==> config.mk <==
export PLATFORM = sky130hd
export DESIGN_NAME = stream_vector_collector
export DESIGN_NICKNAME = d
export VERILOG_FILES = /design/src/rtl/stream_vector_collector_pkg.sv /design/src/rtl/stream_vector_collector.sv
export SDC_FILE = /design/constraint.sdc
export NUM_CORES = 1
export LEC_CHECK = 0
export CAP_MARGIN = 15
export CORE_ASPECT_RATIO = 1.25
export CORE_MARGIN = 2
export CORE_UTILIZATION = 27
export CTS_CLUSTER_SIZE = 8
export DETAILED_ROUTE_END_ITERATION = 10
export GPL_ROUTABILITY_DRIVEN = 0
export SLEW_MARGIN = 0
export SYNTH_ARGS = -nofsm -noshare
export SYNTH_HDL_FRONTEND = slang
export SYNTH_SLANG_ARGS = --single-unit
==> constraint.sdc <==
create_clock -name clk -period 5.99 [get_ports clk]
set_clock_uncertainty 0.05 [all_clocks]
set_input_delay 0.599 -clock clk [delete_from_list [all_inputs] [get_ports clk]]
set_output_delay 0.599 -clock clk [all_outputs]
set_load 0.03 [all_outputs]
==> src/rtl/stream_vector_collector_pkg.sv <==
// Shared definitions for the scaler output stream: widths, slot select
// and the collector state encoding.
`ifndef STREAM_VECTOR_COLLECTOR_PKG_SV
`define STREAM_VECTOR_COLLECTOR_PKG_SV

`define SVC_SLOT(i, w) ((w)*(i)) +: (w)

package stream_vector_collector_pkg;

  localparam int DATA_WIDTH_DEFAULT = 8;
  localparam int INDEX_PAD = 2;

  typedef enum logic {
    COLLECT = 1'b0,
    HOLD    = 1'b1
  } state_t;

endpackage

`endif

==> src/rtl/stream_vector_collector.sv <==
// Collects an in-order index/value beat stream into a vector and
// presents each completed frame on a valid/ready interface.
module stream_vector_collector
  import stream_vector_collector_pkg::*;
#(
  parameter int DATA_WIDTH   = DATA_WIDTH_DEFAULT,
  parameter int INDEX_WIDTH  = DATA_WIDTH + INDEX_PAD,
  parameter int VALUE_AMOUNT = 4
) (
  input  logic                               clk,
  input  logic                               reset,
  input  logic [INDEX_WIDTH-1:0]             input_index,
  input  logic [DATA_WIDTH-1:0]              input_value,
  input  logic                               input_enable,
  output logic [DATA_WIDTH*VALUE_AMOUNT-1:0] output_vector,
  output logic                               output_valid,
  input  logic                               output_ready,
  output logic                               busy,
  output logic                               error
);

  localparam logic [INDEX_WIDTH-1:0] LAST =
    INDEX_WIDTH'(VALUE_AMOUNT - 1);
  localparam logic [INDEX_WIDTH-1:0] ONE = INDEX_WIDTH'(1);

  state_t                  state, state_next;
  logic [INDEX_WIDTH-1:0]  expected_index, expected_next;
  logic                    error_next;
  logic                    take;
  logic                    wr;
  logic                    hit;
  logic [DATA_WIDTH-1:0]   slot [VALUE_AMOUNT];

  always_ff @(posedge clk or posedge reset) begin
    if (reset) begin
      state          <= COLLECT;
      expected_index <= '0;
      error          <= 1'b0;
    end else begin
      state          <= state_next;
      expected_index <= expected_next;
      error          <= error_next;
    end
  end

  // Full-width compare: an index past the frame never aliases a slot.
  assign hit = (input_index == expected_index);

  always_comb begin
    state_next    = state;
    expected_next = expected_index;
    error_next    = error;
    take          = 1'b0;
    wr            = 1'b0;
    unique case (state)
      COLLECT: take = input_enable;
      HOLD: begin
        if (output_ready) begin
          state_next = COLLECT;
          take       = input_enable;
        end else if (input_enable) begin
          error_next = 1'b1;
        end
      end
    endcase
    if (take) begin
      if (hit) begin
        wr = 1'b1;
        if (expected_index == LAST) begin
          state_next    = HOLD;
          expected_next = '0;
        end else begin
          expected_next = expected_index + 1'b1;
        end
      end else begin
        // A stray index 0 restarts the frame without losing the beat.
        error_next    = 1'b1;
        wr            = (input_index == '0);
        expected_next = wr ? ONE : '0;
      end
    end
  end

  always_comb begin
    output_valid = (state == HOLD);
    busy         = (state == COLLECT) && (expected_index != '0);
  end

  for (genvar g = 0; g < VALUE_AMOUNT; g++) begin : g_slot
    always_ff @(posedge clk or posedge reset) begin
      if (reset)
        slot[g] <= '0;
      else if (wr && input_index == INDEX_WIDTH'(g))
        slot[g] <= input_value;
    end
    assign output_vector[`SVC_SLOT(g, DATA_WIDTH)] = slot[g];
  end

endmodule

; ---- Word level (Yosys, flattened, before mapping)
; Index checks and enable logic that the tools add are counted.
[totals]
output_inout_bits = 35
in_bits = 22
elab_cells = 38
reg_bits = 44
[classes]
reduce_logical = 7
bitwise = 1
n_addsub = 1
n_eq_ne = 5
mux = 17
[ops]
columns = op, n
row1 = "== test 10 x 2 -> 1 bit, second input constant", 3
row2 = 2-to-1 mux 10 bit, 2
row3 = 2-to-1 mux 1 bit, 14
row4 = "adder 10 x 1 -> 10 bit, second input constant", 1
row5 = "== test 10 x 1 -> 1 bit, second input constant", 1
row6 = == test 10 bit, 1
row7 = logical NOT 10 bit, 1
row8 = nonzero test 10 bit, 1
row9 = logical AND 1 bit, 5
row10 = one-hot mux 1 bit (2 select lines), 1
row11 = inverter 1 bit, 1

; ---- Longest topological paths before layout
[logic_depth]
ltp_word = 5
depth_mapped = 7
mapped_depth_nobuf = 6

; ---- Worst setup path before layout
; OpenSTA, ideal clock, no wires.
[synth_timing]
path_kind = input to register
from = in input_index[8]
to = reg slot (netlist bit output_vector[10])
stages = 6
n_path_buf = 1
required_time_ns = 5.815
setup_slack_ns = 3.819
setup_time_ns = 0.125
arrival_ns = 1.996
cell_sequence = xnor2_1 nand4_1 nor3_2 and4b_1 buf_4 mux2_2
[synth_between]
elab_chain_cells = 4
word_cells_on_any_way = 6
classes_between = eq/ne: 2 / mux: 2 / reduce/logical: 2
[synth_rtl]
columns = item, line
row1 = "start, declared", stream_vector_collector.sv:12  ; input logic [INDEX_WIDTH-1:0] input_index,
row2 = == test 10 bit / logical NOT 10 bit (equally long branches), "stream_vector_collector.sv:47, stream_vector_collector.sv:78"
row3 = 2-to-1 mux 1 bit, stream_vector_collector.sv:67  ; if (hit) begin
row4 = 2-to-1 mux 1 bit, stream_vector_collector.sv:66  ; if (take) begin
row5 = logical AND 1 bit *, stream_vector_collector.sv:93  ; else if (wr && input_index == INDEX_WIDTH'(g))
row6 = "end signal, assigned by index", stream_vector_collector.sv:94  ; slot[g] <= input_value;
row7 = "end, declared", stream_vector_collector.sv:32  ; logic [DATA_WIDTH-1:0] slot [VALUE_AMOUNT];
; Every way passes the cells marked *; elsewhere a longest branch is shown, timed or not.
; A chain may end at the register's enable or synchronous reset.

; ---- Final worst setup path
[layout_timing]
from = in input_index[1]
to = reg slot (netlist bit output_vector[14])
; Same word-level chain as after synthesis.

==> run_results.csv <==
group,metric,value,unit
global_route,grt_antenna_before_repair,0,
synthesis,ys_seq_elements,44,
run_status,status,"complete, no violations",
cts,htree_levels,2,
place,port_buffers,56,
cts,cts.sinks,44,
cts,postCtsHoldBufs,0,
sta,period_minus_slack,2740,ps
sta,rsz0062_at_grt,"false",
power,leakagePower,1.25,nW
synthesis,synth.avg_cell_area,12.2,µm²
worst_setup_path,worstPathRequired,6120,ps
sta,setup_viol,0,
synthesis,synth_edf_count,0,
global_route,grt_pass1_wl,7.91,mm
cts,post_cts_buffers,0,
hold_path,hp-class,"flop to flop",
detailed_routing,firstDrtPassIters,4,
sta,finalHoldViolCount,0,
worst_setup_path,endpoint_kind,"flop",
synthesis,synthCells,170,
layout,area_delta_synth_final,36.6,%
detailed_routing,first_iter_violations,35,
detailed_routing,drc_errors,0,
floorplanning,coreArea,0.00740,mm²
sta,period_share,45.7,%
floorplanning,die_area,0.00840,mm²
global_route,grt_use_total,12.2,%
sta,fmax,0.365,GHz
floorplanning,die_w,82.4,µm
detailed_routing,ant_nets,0,
cts,cts_buffers,5,
synthesis,synthFlopType,"dfrtp_1",
cts,cts_resized,0,
place,place_area,0.00270,mm²
worst_setup_path,critPathKind,"input port to flop",
worst_setup_path,slowest_delay,590,ps
place,dp_cells,310,
cts,clock_latency,280,ps
worst_setup_path,path_buf_inv,1,
layout,postLayoutCoreUtil,38.3,%
detailed_routing,post_drt_wl_per_cell,14.9,µm
sta,tightest_slew,957,ps
cts,cts_root_buf,"clkbuf_8",
cts,clkTransAtPathRegs,80,ps
sta,relSlewSlack,36.2,%
worst_setup_path,cp.arrival,2860,ps
power,cellPowerDensity,211,mW/mm²
layout,final_layout_size_suffix_gt1_share,20.4,%
layout,final_common_cell,"clkdlybuf4s50_1",
layout,antenna_cells,0,
place,hpwlAfterDp,3.37,mm
global_route,grt-ovfl-total,0,
cts,cts_tree,"built",
layout,mostFrequentLayoutCells,"clkdlybuf4s50_1 (56), dfrtp_1 (44), mux2_2 (32)",
synthesis,synth_area,0.00207,mm²
worst_setup_path,crit_slowest_cell,"clkdlybuf4s50_1",
job,drv_cap,0,
synthesis,synth-seq-area-share,53.1,%
worst_setup_path,critPathTopFamily,"simple AND/OR/NAND/NOR gates",
synthesis,synthArstFlopShare,100,%
worst_setup_path,cp_max_fo,10,
layout,fin_area,0.00283,mm²
detailed_routing,vias_per_cell,4.79,
floorplanning,pin_count,57,
floorplanning,die_h,102,µm
floorplanning,start_util,28.0,%
global_route,grt_max_degree,45,
sta,tns,0,ps
synthesis,synth_fp_nets,194,
global_route,grt_pass1_vias,1612,
worst_setup_path,cp_cell_sequence,"clkdlybuf4s50_1 > xnor2_1 > nand4_1 > nor3_2 > and4b_1 > mux2_2",
detailed_routing,vias,1518,
sta,slew_violations,0,
worst_setup_path,start_kind,"input port",
layout,nets,249,
detailed_routing,finalWirelength,4.73,mm
power,ir_drop,0.142,mV
cts,cts_buffer_depth,2,
layout,final_cells,317,
floorplanning,rows,35,
synthesis,synthDistinctLibCells,40,
synthesis,yosys_warnings,0,
==> report_power, final <==
group / total, W / internal [W] / switching, W
sequential: 0.000298 / 0.000298 / 0.000000446
clock: 0.000264 / 0.000164 / 0.0000998
combinational: 0.0000358 / 0.0000178 / 0.0000181
total: 0.000598 / 0.000480 / 0.000118
==> sequential cells by signal (all words and copies together) (netlist names) <==
register,count
error,1
expected_index,10
output_valid,1
output_vector,32
==> through the flow <==
| step | total power, W | setup WS (ps) | hold slack [ps] |
|---|---|---|---|
| final | 0.000598 | 3250 | 427 |
| after global routing | 0.000621 | 3060 | 446 |
| after CTS | 0.000608 | 3220 | 430 |
| after detailed placement | 0.000341 | 2900 | 413 |
| after global placement | 0.000341 | 2920 | 400 |
| after floorplan | 0.000317 | 3820 | 480 |
==> cell families after synthesis <==
kind of cell	synth area share, %
xor+xnor	4.59
compound gates	5.55
simple gates	14.2
flops	53.1
mux	18.3
fa+ha+maj	1.21
buf+inv	2.96
==> worst register-to-register path, stage by stage, from the launching register on <==
cell and delay (ps):
dfrtp_1 470, xnor2_1 200, nand4_1 150, nor3_2 530, and4b_1 530, mux2_2 390
==> cell usage after synthesis, drive strengths merged (2+ instances only) <==
cell type,count,share of area (%)
nand3,8,2.2
inv,4,0.72
mux2,32,17
buf,4,1.4
ha,2,1.2
o21ai,6,1.4
nor4,4,1.2
nand4,4,1.5
nor2b,2,0.60
nor2,3,0.54
or3,3,0.91
clkbuf,4,0.85
a21o,2,0.72
nand2,16,2.9
nor3,3,0.97
a21oi,2,0.48
nand2b,2,0.60
mux2i,2,0.97
dfrtp,44,53
xnor2,10,4.6
==> area by class of cell <==
cell class              count  area (µm²)
flip-flops and latches     44        1100
repair buffers             56         561
fillers                   738        4570
inverters                   4        15.0
clock buffers               5        68.8
well taps                  92         115
multi-input cells         114         911
clock inverters             2        60.1
==> worst paths after layout <==
path,startpoint,end,slack [ps],cells past startpoint
worst max-delay path,input_index[1],output_vector[14],3250,6
worst min-delay path,error,error,430,1
worst max register to register,expected_index[8],output_vector[14],3570,5
worst min register to register,error,error,430,1
max in group asynchronous,reset,expected_index[7],4490,2
min in group asynchronous,reset,output_vector[30],790,2
==> layer usage <==
layer	vias up	share of wire, %	global-route usage [%]
li1	715	-	-
met3	4	6.0	3.89
met1	758	44	15.5
met4	0	0.87	4.23
met5	-	0	0
met2	41	49	19.4
Power figures use the tool's default switching activity.
==> RTL edit: new RTL, same flow settings <==
`DATA_WIDTH_DEFAULT`: 8 -> 6.
--- a/src/rtl/stream_vector_collector_pkg.sv
+++ b/src/rtl/stream_vector_collector_pkg.sv
@@ -7,7 +7,7 @@
 
 package stream_vector_collector_pkg;
 
-  localparam int DATA_WIDTH_DEFAULT = 8;
+  localparam int DATA_WIDTH_DEFAULT = 6;
   localparam int INDEX_PAD = 2;
 
   typedef enum logic {
Ports: changed (resized input_index, input_value and output_vector); port bits go from 57 to 45. No check against the original RTL was run, so the function may have changed too.
==> RTL edit against the unedited design <==
- routed wire length decreased by 17%
- via count decreased by 14%
- cell area is 18% lower
- power shrank 26%
- worst hold slack got worse by 13 ps
- sequential cell count down 10
- setup slack got worse by 120 ps
- synthesized area is 19% lower
- critical path type unchanged
==> RTL edit: results (changes against the unedited design) <==
stage;metric;value;unit;change
global_routing;met2 usage;18.4;%;-1.1 points
hold_path;Hold Path Class;reg2reg;;
final_layout;Ant. Diodes;0;;unchanged
run_status;status;completed;;
detailed_routing;WL met2;1820;um;-21%
detailed_routing;DRT met1 WL;1780;um;-15%
critical_path;reg2reg setup slack;3450;ps;-120 ps
final_layout;max FFs per register;24;;-25%
place;port bufs;44;;-21%
critical_path;Crit path arrival time;2980;ps;+120 ps
power;Max VDD drop;0.150;mV;+5.6%
global_routing;global-route wire length before repair;6540;um;-17%
place;hpwl dp;2850;um;-15%
place;area post-placement;2220;um^2;-18%
synthesis;Synth Net Count;165;;-15%
detailed_routing;drt via density;4.70;;-1.9%
global_routing;GRT Overall Usage;12.5;%;+0.28 points
critical_path;Critical path origin;input_index[1];;
timing;slew margin rel.;39.9;%;+3.7 points
power;Leak;1.02;nW;-19%
global_routing;global-route met3 utilization;4.29;%;+0.40 points
critical_path;critical-path maximum fanout;15;;+5
timing;Max Clk Rate;0.350;GHz;-4.4%
synthesis;sequential-to-total area share from yosys stat;50.6;%;-2.5 points
detailed_routing;average wire per standard cell;14.0;um;-6.0%
place;dpl ws;2790;ps;-112 ps
global_routing;largest net degree at the start of global routing;35;;-22%
final_layout;Final #Nets;213;;-14%
critical_path;reg2reg start;expected_index[6];;
detailed_routing;initial drt markers;66;;+89%
final_layout;share of cells above drive strength 1;19.1;%;-1.4 points
clocking;CTS Root Cell;clkbuf_8;;
synthesis;Cell variety after synth;35;;-13%
## RTL edit: changes by cell type after synthesis, moves of 5 or more
cell and change:
dfrtp_1 -10, xor2_1 +8, inv_1 +5, xnor2_1 -9, nand2_1 -10, mux2_2 -8
## RTL edit: area by class of cell
| type | count | area, um^2 |
|---|---|---|
| fill | 635 | 3780 |
| sequential | 34 | 851 |
| multi-input combinational | 97 | 772 |
| timing repair buffer | 46 | 455 |
| tap | 85 | 106 |
| clock buffer | 7 | 86.3 |
| inverter | 9 | 33.8 |
| clock inverter | 1 | 5.00 |
## RTL edit: metrics by stage
step,util [%],hold WS [ps],cells
floorplan,-,461,145
global placement,36.5,394,271
detailed placement,36.5,401,271
CTS,38.0,416,279
global route,38.0,436,279
finish,38.0,415,279
## RTL edit: critical path: stages
cell	delay, ps
clkdlybuf4s50_1	510
xor2_1	230
nor4_4	670
nand4_1	540
mux2_2	420
## RTL edit: kinds of logic after synthesis
family | count (synthesis) | share of synthesized area [%]
AOI/OAI and AO/OA | 17 | 7.22
xor gates and xnor gates | 8 | 4.17
adders and majority gates | 2 | 1.49
buffers and inverters | 14 | 3.42
DFF | 34 | 50.6
muxes | 25 | 16.7
and+or+nand+nor | 45 | 16.4
## RTL edit: where the power goes
part           total [mW]  switching (mW)  internal (mW)
sequential          0.233         0.00113          0.232
combinational      0.0399          0.0214         0.0185
clock               0.173          0.0799         0.0927
## RTL edit: path summary, 6_finish.rpt
path	to	depth (start not counted)
max in group asynchronous	output_vector[10]	3
worst max-delay path	output_vector[23]	5
min in group asynchronous	output_valid	3
worst min-delay path	error	1
worst max register to register	output_vector[23]	4
worst min register to register	error	1
